**src/rtl/serial_sub_pkg.sv**
```systemverilog
// Shared types for the bit-serial subtractor: FSM state encodings.
package serial_sub_pkg;

  localparam logic [1:0] ENC_IDLE  = 2'd0;
  localparam logic [1:0] ENC_SHIFT = 2'd1;
  localparam logic [1:0] ENC_DONE  = 2'd2;

  typedef enum logic [1:0] {
    IDLE  = ENC_IDLE,
    SHIFT = ENC_SHIFT,
    DONE  = ENC_DONE
  } state_e;

endpackage

```
**src/rtl/full_subtractor.sv**
```systemverilog
// One-bit full subtractor cell: x - y - bin -> difference d, borrow-out bout.
module full_subtractor (
  input  logic x,
  input  logic y,
  input  logic bin,
  output logic d,
  output logic bout
);

  assign d    = x ^ y ^ bin;
  assign bout = (~x & y) | (~(x ^ y) & bin);

endmodule

```
**src/rtl/serial_subtractor.sv**
```systemverilog
// Bit-serial WIDTH-bit subtractor (diff = a - b, LSB first) behind a start/done handshake.
// Define SERIAL_SUB_OVF_EN to add the signed-overflow output ovf.
module serial_subtractor
  import serial_sub_pkg::*;
#(
  parameter int WIDTH = 8
) (
  input  logic             clk,
  input  logic             rst_n,
  input  logic             start,
  input  logic [WIDTH-1:0] a,
  input  logic [WIDTH-1:0] b,
  output logic             busy,
  output logic             done,
  output logic [WIDTH-1:0] diff,
  output logic             bout
`ifdef SERIAL_SUB_OVF_EN
  ,
  output logic             ovf
`endif
);

  localparam int CNT_W = $clog2(WIDTH + 1);

  // state | meaning
  // IDLE  | waiting for start
  // SHIFT | one bit per cycle through the cell
  // DONE  | publish result on the edge leaving this state; start accepted here too
  state_e           state_q, state_d;
  logic [WIDTH-1:0] sa_q, sa_d;
  logic [WIDTH-1:0] sb_q, sb_d;
  logic [WIDTH-1:0] sr_q, sr_d;
  logic             borrow_q, borrow_d;
  logic [CNT_W-1:0] cnt_q, cnt_d;
  logic [WIDTH-1:0] diff_q, diff_d;
  logic             bout_q, bout_d;
  logic             done_q, done_d;
`ifdef SERIAL_SUB_OVF_EN
  logic             a_msb_q, a_msb_d;
  logic             b_msb_q, b_msb_d;
  logic             ovf_q, ovf_d;
`endif

  logic cell_d, cell_b;
  logic accept;

  full_subtractor u_cell (
    .x   (sa_q[0]),
    .y   (sb_q[0]),
    .bin (borrow_q),
    .d   (cell_d),
    .bout(cell_b)
  );

  assign accept = start && ((state_q == IDLE) || (state_q == DONE));

  always_comb begin
    state_d  = state_q;
    sa_d     = sa_q;
    sb_d     = sb_q;
    sr_d     = sr_q;
    borrow_d = borrow_q;
    cnt_d    = cnt_q;
    diff_d   = diff_q;
    bout_d   = bout_q;
    done_d   = 1'b0;
`ifdef SERIAL_SUB_OVF_EN
    a_msb_d  = a_msb_q;
    b_msb_d  = b_msb_q;
    ovf_d    = ovf_q;
`endif
    case (state_q)
      IDLE: state_d = IDLE;
      SHIFT: begin
        sr_d     = {cell_d, sr_q[WIDTH-1:1]};
        sa_d     = {1'b0, sa_q[WIDTH-1:1]};
        sb_d     = {1'b0, sb_q[WIDTH-1:1]};
        borrow_d = cell_b;
        cnt_d    = cnt_q + CNT_W'(1);
        if (cnt_q == CNT_W'(WIDTH - 1)) state_d = DONE;
      end
      DONE: begin
        diff_d  = sr_q;
        bout_d  = borrow_q;
        done_d  = 1'b1;
        state_d = IDLE;
`ifdef SERIAL_SUB_OVF_EN
        ovf_d   = (a_msb_q != b_msb_q) && (sr_q[WIDTH-1] != a_msb_q);
`endif
      end
      default: state_d = IDLE;
    endcase
    // A start in DONE overrides the return to IDLE so back-to-back ops have no gap.
    if (accept) begin
      sa_d     = a;
      sb_d     = b;
      sr_d     = '0;
      borrow_d = 1'b0;
      cnt_d    = '0;
      state_d  = SHIFT;
`ifdef SERIAL_SUB_OVF_EN
      a_msb_d  = a[WIDTH-1];
      b_msb_d  = b[WIDTH-1];
`endif
    end
  end

  always_ff @(posedge clk or negedge rst_n) begin
    if (!rst_n) begin
      state_q  <= IDLE;
      sa_q     <= '0;
      sb_q     <= '0;
      sr_q     <= '0;
      borrow_q <= 1'b0;
      cnt_q    <= '0;
      diff_q   <= '0;
      bout_q   <= 1'b0;
      done_q   <= 1'b0;
    end else begin
      state_q  <= state_d;
      sa_q     <= sa_d;
      sb_q     <= sb_d;
      sr_q     <= sr_d;
      borrow_q <= borrow_d;
      cnt_q    <= cnt_d;
      diff_q   <= diff_d;
      bout_q   <= bout_d;
      done_q   <= done_d;
    end
  end

`ifdef SERIAL_SUB_OVF_EN
  always_ff @(posedge clk or negedge rst_n) begin
    if (!rst_n) begin
      a_msb_q <= 1'b0;
      b_msb_q <= 1'b0;
      ovf_q   <= 1'b0;
    end else begin
      a_msb_q <= a_msb_d;
      b_msb_q <= b_msb_d;
      ovf_q   <= ovf_d;
    end
  end

  assign ovf = ovf_q;
`endif

  assign busy = (state_q == SHIFT);
  assign done = done_q;
  assign diff = diff_q;
  assign bout = bout_q;

endmodule

```
**config.mk**
```make
export PLATFORM = sky130hd
export DESIGN_NAME = serial_subtractor
export DESIGN_NICKNAME = d
export VERILOG_FILES = /design/src/rtl/serial_sub_pkg.sv /design/src/rtl/full_subtractor.sv /design/src/rtl/serial_subtractor.sv
export SDC_FILE = /design/constraint.sdc
export NUM_CORES = 1
export LEC_CHECK = 0
export ABC_AREA = 1
export CAP_MARGIN = 40
export CORE_MARGIN = 5
export CORE_UTILIZATION = 52
export DETAILED_ROUTE_END_ITERATION = 12
export PLACE_DENSITY = 0.89
export RECOVER_POWER = 100
export SYNTH_ARGS = -nofsm -noshare
export SYNTH_HDL_FRONTEND = slang
export SYNTH_SLANG_ARGS = --single-unit
```
**constraint.sdc**
```tcl
create_clock -name clk -period 1.4 [get_ports clk]
set_input_delay 0.21 -clock clk [delete_from_list [all_inputs] [get_ports clk]]
set_output_delay 0.21 -clock clk [all_outputs]
set_load 0.05 [all_outputs]
```
==> impl_metrics.csv <==
group,metric,value,unit
run_status,status,"finished, final reports clean",
final_layout,nets,266,
floorplan,chipHeight,69.1,um
worst_setup_path,cpPeakStageDelay,450,ps
final_layout,layout.cells.most_common,"sky130_fd_sc_hd__nand2_1",
timing,relSlewSlack,0.406,
cts,clk_root_buffer_cell,"sky130_fd_sc_hd__clkbuf_4",
cts,ctsLongestPathBuffers,2,
detailed_routing,detailedRoute.firstIterationViolations,101,
yosys,ys_ff_latch,41,
yosys,number_of_distinct_library_cells_after_synthesis,19,
floorplan,dieWidth,69.1,um
floorplan,dieArea,4780,um^2
detailed_routing,wl_per_cell,12.8,um
timing,worstMarginPinSlew,891,ps
floorplan,floorplan.rows,21,
cts,clk_lat_worst_skew,360,ps
grt,grt_antenna_before_repair,0,
floorplan,ioPinCount,30,
power,worst_supply_voltage_drop_on_vdd,0.000865,V
worst_setup_path,largest_delay_share_family_worst_path,"flip-flops",
final_layout,final_core_utilization,0.652,
detailed_routing,dr_vias,1420,
worst_setup_path,reg2regPathDepth,6,
yosys,postSynthAreaPerCell,8.83,um^2
detailed_routing,drc,0,
timing,final.setup.tns,0,ps
worst_hold_path,holdPathStages,3,
timing,clk_skew,7.68,ps
worst_setup_path,critical_path.slowest_cell,"sky130_fd_sc_hd__dfrtp_1",
grt,number_of_global_route_vias_before_repair,1436,
worst_setup_path,cp_cell_sequence,"nor2_4 -> buf_12",
worst_setup_path,r2r_start,"state_q[0]",
power,p_leak,1.18,nW
grt,grt_use_total,0.170,
yosys,synth_largest_area_cell,"sky130_fd_sc_hd__dfrtp_1",
worst_setup_path,cp.buffers_inverters,1,
yosys,netlist.area_leader.share,0.564,
worst_setup_path,timing.critical_path.required,1190,ps
final_layout,drive_gt1_frac,0.159,
place,pre_cts_ws,19.3,ps
grt,grt_max_degree,42,
yosys,sequential_cell_area_fraction_in_the_yosys_report,0.564,
power,pwr_density_cell,2260,nW/um^2
final_layout,layout-area-overhead-vs-synth,20.6,%
cts,clock_tree.htree_level_count,2,
worst_setup_path,critPathMaxFanout,3,
yosys,ys_top_cells_by_area,"sky130_fd_sc_hd__dfrtp_1, sky130_fd_sc_hd__nand2_1, sky130_fd_sc_hd__o22ai_2",
timing,finalHoldViolations,0,
detailed_routing,dr.pass1.iters,4,
cts,clock_sink_count,41,
worst_setup_path,end_kind,"output port",
detailed_routing,routed_via_density,4.86,
floorplan,initial_utilization,0.541,
power,post-layout-total-power,4.97,mW
yosys,postSynthNetCount,227,
timing,grt_setup_unrepaired,"no",
timing,number_of_max_slew_violations_in_the_final_report,0,
detailed_routing,antenna_left,0,
detailed_routing,drt-total-wl,3.73,mm
worst_setup_path,rrSetupSlack,130,ps
yosys,ys_warn_count,0,
place,numPortBuffers,29,
timing,final_critical_path_setup_slack,51.9,ps
floorplan,placeableCoreArea,3360,um^2
job,max_cap_viol_count,0,
worst_hold_path,worst_hold_path.endpoint,"sa_q[7]",
timing,maxClockFrequency,742,MHz
timing,min_period,1350,ps
worst_setup_path,start_kind,"flop",
timing,period_share,0.963,
yosys,synth.cell_area,1820,um^2
cts,numCtsBuffers,5,
cts,clock_transition_at_path_regs,120,ps
worst_setup_path,crit_cells,2,
place,detailed_placement_hpwl,2.57,mm
grt,grt_pass1_wl,6.45,mm
worst_hold_path,hp-start,"a[7]",
worst_hold_path,holdCritPathClass,"input port to flop",
worst_setup_path,worstReg2RegEnd,"sr_q[7]",
place,finalWeightedCongestion,0.786,
yosys,synthesis.instances,206,
worst_setup_path,path_class,"flop to output port",
final_layout,antenna_cells,0,
grt,grt_overflow,0,
worst_setup_path,worstPathArrival,1140,ps
cts,tritoncts,"built",
timing,setup-violations-final,0,
final_layout,most-common-layout-cells,"sky130_fd_sc_hd__nand2_1, sky130_fd_sc_hd__dfrtp_1, sky130_fd_sc_hd__inv_1",
==> power by group <==
group | switching (mW) | internal (mW)
combinational | 1.59 | 0.859
clock | 0.383 | 0.191
sequential | 0.269 | 1.68
total | 2.24 | 2.73
==> worst max path at each step <==
stage                     startpoint       to  slack [ps]
after floorplan           state_q[0]  sa_q[0]         220
after global placement         start  sb_q[6]          20
after detailed placement       start  sb_q[1]          20
after CTS                 state_q[1]     busy          20
after global routing      state_q[1]     busy          20
final                     state_q[1]     busy          50
==> cell families (layout without fill, tap and decap cells) <==
kind of cell | Yosys count | in the layout | share of synthesized area
fa+ha+maj | 2 | 2 | 0.0179
flops | 41 | 41 | 0.564
compound gates | 20 | 20 | 0.0902
buf+inv | 29 | 69 | 0.0736
simple gates | 114 | 114 | 0.254
==> Yosys cell counts, drive strengths merged <==
cell,number
inv,21
fa,1
o21ai,11
nand2,95
clkbuf,1
or2,1
dfrtp,41
ha,1
nor2,7
buf,7
o22ai,8
a21oi,1
nand3,11
==> area by class of cell <==
class / count / area (um^2)
Clock inverter: 2 / 10.0
Tap cell: 46 / 57.6
Clock buffer: 6 / 41.3
Inverter: 21 / 78.8
Sequential cell: 41 / 1030
Fill cell: 292 / 1170
Multi-Input combinational cell: 136 / 631
Timing Repair Buffer: 40 / 349
==> through the flow <==
step	cells	instance area (um^2)	hold WS, ps
after CTS	293	2400	380
after global routing	292	2190	393
final	292	2190	379
after floorplan	206	1820	-85.6
after global placement	281	2310	295
after detailed placement	281	2310	303
==> state kept, by name, indices dropped and copies added (netlist names) <==
register / flops
cnt_q: 4
sb_q: 8
diff: 8
bout: 1
sr_q: 8
sa_q: 8
done: 1
borrow_q: 1
state_q: 2
==> worst min-delay path, cell delays in order <==
cell and delay [ps]:
sky130_fd_sc_hd__clkdlybuf4s50_1 390, sky130_fd_sc_hd__nand2_1 70, sky130_fd_sc_hd__nand2_1 50
==> per-layer routing <==
| layer | up-vias | global-route usage | wire length (um) |
|---|---|---|---|
| met5 | - | 0 | 0 |
| met2 | 39 | 0.278 | 1860 |
| met4 | 0 | 0.0976 | 74 |
| li1 | 712 | - | - |
| met3 | 7 | 0.0509 | 214 |
| met1 | 662 | 0.198 | 1590 |
==> timing repair <==
item                                   CTS  global route
gates cloned                             0             0
buffers inserted                         3             0
gates resized for setup                  0             4
endpoints found under the hold margin   41             0
pin swaps                                0             0
hold buffers                             1             0
setup endpoints to repair                1             8
(Power assumes the default switching activity.)
